--- src/rtl/norm_unit.sv ---
// Leading zero/one counter with normaliser. A 4-bit-per-cycle scan counts the
// leading bits, then the latched operand is shifted left by that count.
module norm_unit (
  input  logic        clk,
  input  logic        rst,
  input  logic        start,
  input  logic        mode,
  input  logic        flush,
  input  logic [31:0] Indata,
  output logic        busy,
  output logic        done,
  output logic [5:0]  count,
  output logic [31:0] norm_result
);

  typedef enum logic [1:0] {
    IDLE = 2'd0,
    SCAN = 2'd1,
    DONE = 2'd2
  } state_t;

  state_t      state_q, state_d;
  logic [31:0] op_q, op_d;
  logic [31:0] work_q, work_d;
  logic [5:0]  cnt_q, cnt_d;
  logic [5:0]  count_q, count_d;
  logic [31:0] norm_q, norm_d;

  logic [3:0]  nib;
  logic [1:0]  nib_lz;
  logic [5:0]  final_cnt;
  logic        finish;

  // Leading-zero count of the top nibble; only meaningful when it is nonzero.
  always_comb begin
    nib = work_q[31:28];
    casez (nib)
      4'b1???: nib_lz = 2'd0;
      4'b01??: nib_lz = 2'd1;
      4'b001?: nib_lz = 2'd2;
      default: nib_lz = 2'd3;
    endcase
  end

  // NOTE: every signal gets a default before the case so no path leaves one unassigned and no latch is inferred.
  always_comb begin
    state_d   = state_q;
    op_d      = op_q;
    work_d    = work_q;
    cnt_d     = cnt_q;
    count_d   = count_q;
    norm_d    = norm_q;
    final_cnt = cnt_q;
    finish    = 1'b0;

    case (state_q)
      IDLE: begin
        if (start && !flush) begin
          op_d    = Indata;
          work_d  = mode ? ~Indata : Indata;
          cnt_d   = 6'd0;
          state_d = SCAN;
        end
      end

      SCAN: begin
        if (flush) begin
          state_d = IDLE;
        end else if (nib == 4'd0) begin
          if (cnt_q + 6'd4 < 6'd32) begin
            work_d = {work_q[27:0], 4'd0};
            cnt_d  = cnt_q + 6'd4;
          end else begin
            final_cnt = 6'd32;
            finish    = 1'b1;
          end
        end else begin
          final_cnt = cnt_q + {4'd0, nib_lz};
          finish    = 1'b1;
        end

        if (finish) begin
          cnt_d   = final_cnt;
          count_d = final_cnt;
          norm_d  = (final_cnt == 6'd32) ? 32'd0 : (op_q << final_cnt);
          state_d = DONE;
        end
      end

      DONE: begin
        // Unconditional return; neither start nor flush is looked at here.
        state_d = IDLE;
      end

      default: begin
        state_d = IDLE;
      end
    endcase
  end

  // NOTE: non-blocking assignments so every register samples the pre-edge values.
  always_ff @(posedge clk or posedge rst) begin
    if (rst) begin
      state_q <= IDLE;
      op_q    <= 32'd0;
      work_q  <= 32'd0;
      cnt_q   <= 6'd0;
      count_q <= 6'd0;
      norm_q  <= 32'd0;
    end else begin
      state_q <= state_d;
      op_q    <= op_d;
      work_q  <= work_d;
      cnt_q   <= cnt_d;
      count_q <= count_d;
      norm_q  <= norm_d;
    end
  end

  // Status decodes straight from state, so reset clears them without a clock.
  assign busy        = (state_q == SCAN);
  assign done        = (state_q == DONE);
  assign count       = count_q;
  assign norm_result = norm_q;

endmodule

--- config.mk ---
export PLATFORM = sky130hd
export DESIGN_NAME = norm_unit
export DESIGN_NICKNAME = d
export VERILOG_FILES = /design/src/rtl/norm_unit.sv
export SDC_FILE = /design/constraint.sdc
export NUM_CORES = 1
export LEC_CHECK = 0
export ABC_AREA = 1
export CORE_ASPECT_RATIO = 2
export CORE_MARGIN = 2
export CORE_UTILIZATION = 25
export CTS_CLUSTER_DIAMETER = 120
export DETAILED_ROUTE_END_ITERATION = 8
export HOLD_SLACK_MARGIN = 0.03
export PLACE_DENSITY = 0.5
export SLEW_MARGIN = 20
export SYNTH_ARGS = -nofsm -noshare
export SYNTH_HDL_FRONTEND = slang
export SYNTH_SLANG_ARGS = --single-unit
--- constraint.sdc ---
create_clock -name clk -period 3.2 [get_ports clk]
set_input_delay 0.48 -clock clk [delete_from_list [all_inputs] [get_ports clk]]
set_output_delay 0.48 -clock clk [all_outputs]
set_load 0.005 [all_outputs]
==> metrics.yaml <==
grt_max_degree: 69
area_delta_synth_final_pct: 19.6
layout_commonest_cell: "nand2_1"
crit_chain: "nand2_1 -> inv_1 -> nand2_1 -> ha_1 -> inv_1 -> nand3_2 -> nand2_4 -> nand2_4 -> nand2_4 -> nand2_1 -> nand2_1 -> o21ai_2 -> nand3_1 -> o21ai_0 -> nand2_1 -> nand2_1"
maxCapViolations: 0
ant_nets: 0
path_clk_slew_ns: 0.08
grt_use_total_pct: 15.8
end_kind: "register"
synth-seq-cells: 110
layout_common_cells: "285 x nand2_1, 178 x nand3_1, 122 x o21ai_0"
rrSetupSlack_ns: 0.36
netlist_area_sq_mm: 0.00673
netlist_instances: 948
first_global_vias: 6479
cts.sinks: 110
ys_warn_count: 0
drt_iter0_markers: 505
root_buffer: "clkbuf_16"
ys_types: 35
power.density_mw_per_mm2: 1010
nets: 1037
p_leak_uw: 0.00369
worst_setup_path_start_kind: "register"
finalCritPeriodShare_pct: 88.7
worstMarginPinSlew_ns: 0.997
cts_hold_buffers: 0
cp_common_cell: "nand2_1"
core_sq_mm: 0.0267
layout-drive-gt1-share_pct: 6.90
antenna_found_initial: 0
critPathSlowestCell: "dfrtp_1"
grt_util_met2_pct: 26.7
setup_viol: 0
fmax_mhz: 352
port_buffers: 76
cts_tree: "done"
post_drt_wl_per_cell_microns: 16.4
drtPass1Iterations: 5
timing.rr.end: "norm_result[18]$_DFFE_PP0P_"
gp_congestion: 0.884
required_ns: 3.50
cts_buffers: 9
cpPeakStageDelay_ns: 0.46
fp.dieW_microns: 120
netlist_top_cells_area: "dfrtp_1 41%, nand2_1 16%, nand3_1 13%"
rsz0062_at_grt: "false"
final_hold_viol_count: 0
ios: 77
rows: 85
syn_avg_cell_area_sq_um: 7.10
die_area_sq_mm: 0.0283
synthesis.nets: 990
die_h_microns: 236
routed_via_density: 4.89
met1_usage_pct: 20.9
slew_headroom_pct: 33.5
initial_utilization_pct: 25.2
finalMaxSlewViolations: 0
hold_class: "reg -> reg"
diodes: 0
rr_worst_depth: 16
status: "finished, final reports clean"
r2r_start: "cnt_q[3]$_DFFE_PP0P_"
holdWs_ns: 0.484
clock_latency_ns: 0.36
routed_wl_microns: 22100
critPathCapture: "norm_result[18]$_DFFE_PP0P_"
skew_ns: 0.0114
grt.busiest_layer: "met2"
worstSetupPathType: "reg -> reg"
yosys.area.top_type_share_pct: 40.9
peakVddDrop_mv: 0.394
grt_overflow: 0
drc: 0
grt_pass1_wl_microns: 35500
cts.htree.levels: 3
routed-via-count: 6587
min_period_ns: 2.84
startpoint: "cnt_q[3]$_DFFE_PP0P_"
seq_area_frac_synth_pct: 40.9
grt_use_met3_pct: 2.01
critPathMaxFanout: 29
hpwl_microns: 15900
clockBufferDepth: 2
synth_area_leader_cell: "dfrtp_1"
tns_ns: 0
worst_ep_arrival_time_ns: 3.14
-- stage by stage --
stage          instance area, sq um  util [%]  total power [uW]  setup WS [ns]  cells
6_report                       8050      30.2              8150          0.361   1348
5_1_grt                        8050      30.2              8920         0.0847   1348
3_3_place_gp                   7770      29.1              7030          0.207   1332
3_5_place_dp                   7770      29.1              7050          0.169   1332
4_1_cts                        8040      30.1              8190          0.258   1348
2_1_floorplan                  6730         -              5600          0.901    948
-- area by class of cell --
type | count | area [sq um]
sequential | 110 | 2750
timing repair buffer | 91 | 881
fill | 2955 | 18600
multi-input combinational | 703 | 3400
tap | 348 | 435
inverter | 80 | 307
clock buffer | 11 | 233
clock inverter | 5 | 45.0
-- cell usage after synthesis, drive strengths merged --
cell / instances
xor2: 1
o31ai: 2
nor2: 18
dfrtp: 110
o211ai: 5
o21ai: 130
nand4: 3
ha: 4
nand3: 185
buf: 32
inv: 80
fa: 1
xnor2: 1
clkbuf: 23
and2: 1
a21oi: 45
nand2: 297
nor3: 1
a31oi: 7
o22ai: 2
-- worst max-delay path, delay by kind of cell, from the launching register on --
| family | cells | cell delay (ns) |
|---|---|---|
| simple gates | 11 | 1.33 |
| buf+inv | 2 | 0.14 |
| compound gates | 2 | 0.53 |
| flops | 1 | 0.46 |
| fa+ha+maj | 1 | 0.30 |
-- registers in the layout, indices dropped and copies added, names as in the netlist --
name and count:
op_q 32, state_q 2, count 6, work_q 32, cnt_q 6, norm_result 32
-- metal layers --
metal	wire (microns)	share of wire, %	up-vias
li1	-	-	3236
met1	9630	44	3123
met2	11000	50	199
met3	1010	4.5	29
met4	501	2.3	0
met5	0	0	-
-- worst min path at each step --
stage,from,to,depth (start not counted)
CTS,norm_result[6]$_DFFE_PP0P_,norm_result[6]$_DFFE_PP0P_,2
finish,norm_result[13]$_DFFE_PP0P_,norm_result[13]$_DFFE_PP0P_,2
detailed placement,norm_result[14]$_DFFE_PP0P_,norm_result[14]$_DFFE_PP0P_,2
global route,norm_result[13]$_DFFE_PP0P_,norm_result[13]$_DFFE_PP0P_,2
global placement,count[1]$_DFFE_PP0P_,count[1]$_DFFE_PP0P_,2
floorplan,op_q[31]$_DFFE_PP0P_,op_q[31]$_DFFE_PP0P_,2
-- cells by family (layout without fill, tap and decap cells) --
group                      after synthesis  in the layout  synth area share (%)
AOI/OAI and AO/OA                      191            191                  15.3
xor gates and xnor gates                 2              2                 0.260
DFF                                    110            110                  40.9
buffers and inverters                  135            187                  8.80
adders and majority gates                5              5                  1.04
and+or+nand+nor                        505            505                  33.7
-- power breakdown --
| part | leakage, uW | internal (uW) | switching, uW |
|---|---|---|---|
| Sequential | 0.00139 | 1930 | 327 |
| Clock | 0.000132 | 540 | 548 |
| Combinational | 0.00217 | 1680 | 3120 |
| Total | 0.00369 | 4150 | 4000 |
-- repair_timing --
action	in CTS	in global routing
setup buffers	0	0
gates resized for setup	0	1
endpoints found under the setup margin	0	8
(Power assumes the default switching activity.)
==> patch, RTL diff (same settings) <==
Register the outputs `busy` and `done`, with the module's reset; this adds one clock of latency there. The other outputs are not delayed to match.
--- a/src/rtl/norm_unit.sv
+++ b/src/rtl/norm_unit.sv
@@ -118,8 +118,15 @@
   end
 
   // Status decodes straight from state, so reset clears them without a clock.
-  assign busy        = (state_q == SCAN);
-  assign done        = (state_q == DONE);
+  always_ff @(posedge clk or posedge rst) begin
+    if (rst) begin
+      busy <= '0;
+      done <= '0;
+    end else begin
+      busy <= (state_q == SCAN);
+      done <= (state_q == DONE);
+    end
+  end
   assign count       = count_q;
   assign norm_result = norm_q;
 
Check against the original RTL: not equivalent (a bounded check fails within 4 cycles, from zero or initial values and one cycle with rst high).
==> patch against the original RTL <==
First-iteration DRC count fell by 25%. Sequential cell count is 2 higher. Final cell count grew 1.8%. Setup slack worse by 0.078 ns. Maximum frequency fell by 2.7%. Power down 24%. Critical endpoint unchanged. Wire length grew 6.3%. Area after synthesis grew 3.3%. Cell area increased by 4.1%. Sequential power down 11%.
==> patch: results (changes against the original RTL) <==
<table>
<tr><th>Metric</th><th>Value</th></tr>
<tr><th colspan="2">Logic synthesis</th></tr>
<tr><td>Synth Area in XOR/XNOR</td><td>0.252% (-0.0082 points)</td></tr>
<tr><td>Most common library cells after synthesis</td><td>nand2_1, nand3_1, dfrtp_1, o21ai_0, inv_1</td></tr>
<tr><td>Complex-gate fraction of the synthesized area</td><td>12.8% (-2.6 points)</td></tr>
<tr><td>Mean instance size in the synthesized netlist</td><td>7.22 um2 (+1.8%)</td></tr>
<tr><td>Syn nets</td><td>1,004 (+1.4%)</td></tr>
<tr><td>Largest cells by area after synthesis</td><td>dfrtp_1, nand2_1, nand3_1</td></tr>
<tr><td>Mux cell area share after synthesis</td><td>0.486% (+0.49 points)</td></tr>
<tr><th colspan="2">Placed design</th></tr>
<tr><td>Detailed placement HPWL</td><td>18,300 um (+15%)</td></tr>
<tr><td>Weighted congestion reported at the end of routability-driven placement</td><td>0.934 (+5.6%)</td></tr>
<tr><th colspan="2">Outcome</th></tr>
<tr><td>Outcome</td><td>completed</td></tr>
<tr><th colspan="2">Critical path</th></tr>
<tr><td>Worst r2r path cells</td><td>14 (-2)</td></tr>
<tr><td>Beginning of the worst register-to-register path</td><td>work_q[29]</td></tr>
<tr><td>Setup slack, reg-to-reg</td><td>0.28 ns (-0.08 ns)</td></tr>
<tr><td>Critical Path Slowest Stage Cell</td><td>fa_1</td></tr>
<tr><th colspan="2">Hold path</th></tr>
<tr><td>Worst hold path stage count</td><td>1 (-1)</td></tr>
<tr><td>Beginning of the worst hold path</td><td>state_q[0]</td></tr>
<tr><td>WHS Endpoint</td><td>done</td></tr>
<tr><th colspan="2">Global route</th></tr>
<tr><td>Vias in the first global route</td><td>6,451 (-0.43%)</td></tr>
<tr><td>Overall routing resource usage</td><td>16.5% (+0.64 points)</td></tr>
<tr><th colspan="2">STA</th></tr>
<tr><td>Clock tree skew after final layout</td><td>0.0146 ns (+0.00325 ns)</td></tr>
<tr><th colspan="2">Power and ir drop</th></tr>
<tr><td>Leak pwr</td><td>3.92 nW (+6.3%)</td></tr>
<tr><td>Internal power</td><td>3.56 mW (-14%)</td></tr>
<tr><td>Worst IR Drop VDD</td><td>0.000291 V (-26%)</td></tr>
<tr><td>Reported clock group power</td><td>1.27 mW (+17%)</td></tr>
<tr><td>Part of the power in combinational logic</td><td>46.8% (-12 points)</td></tr>
<tr><th colspan="2">Drt</th></tr>
<tr><td>Via total after detailed routing</td><td>6,651 (+0.97%)</td></tr>
<tr><td>Wirelength per Cell</td><td>17.1 um (+4.4%)</td></tr>
<tr><td>Detailed Route Iter0 Violations</td><td>378 (-25%)</td></tr>
<tr><td>Router iterations before antenna repair</td><td>6 (+1)</td></tr>
<tr><th colspan="2">Finish</th></tr>
<tr><td>Final cell count without fillers</td><td>1,372 (+1.8%)</td></tr>
</table>
[patch: cell types whose count changed after synthesis, moves of 6 or more]
cell,change
a21oi_1,-14
nand2_1,-20
nand2_2,+8
nand3_1,+12
nor2_1,+28
o21ai_0,-33
o21ai_1,+6
o221ai_1,+6
[patch: kinds of logic (layout without fill, tap and decap cells)]
family,Yosys count,after routing
flops,112,112
simple gates,541,541
buf+inv,140,198
xor+xnor,2,2
mux,3,3
fa+ha+maj,5,5
compound gates,159,159
[patch: how the worst max path moves through the flow]
stage,from,endpoint,slack [ns],depth (start not counted)
floorplan,work_q[29],norm_result[7],0.90,16
CTS,work_q[29],norm_result[16],0.31,13
global placement,flush,norm_result[18],0.24,14
detailed placement,flush,norm_result[18],0.24,14
finish,work_q[29],norm_result[18],0.28,14
global route,work_q[30],norm_result[21],0.10,14
[patch: cell type report]
class	instances	area [um2]
well taps	352	440
multi-input cells	710	3520
repair buffers	98	976
flip-flops and latches	112	2800
inverters	84	323
fillers	2998	19100
clock buffers	10	239
clock inverters	6	81.3
[patch: through the flow]
| step | power, mW | util (%) |
|---|---|---|
| finish | 6.16 | 30.5 |
| global route | 6.60 | 30.5 |
| CTS | 6.21 | 30.5 |
| detailed placement | 4.93 | 29.4 |
| global placement | 4.93 | 29.4 |
| floorplan | 3.84 | - |
[patch: metal layers]
metal  track usage [%]  part of all wire, %
met1              17.1                   37
met2              30.4                   54
met3              2.19                  3.0
met4              10.4                  6.4
met5                 0                    0
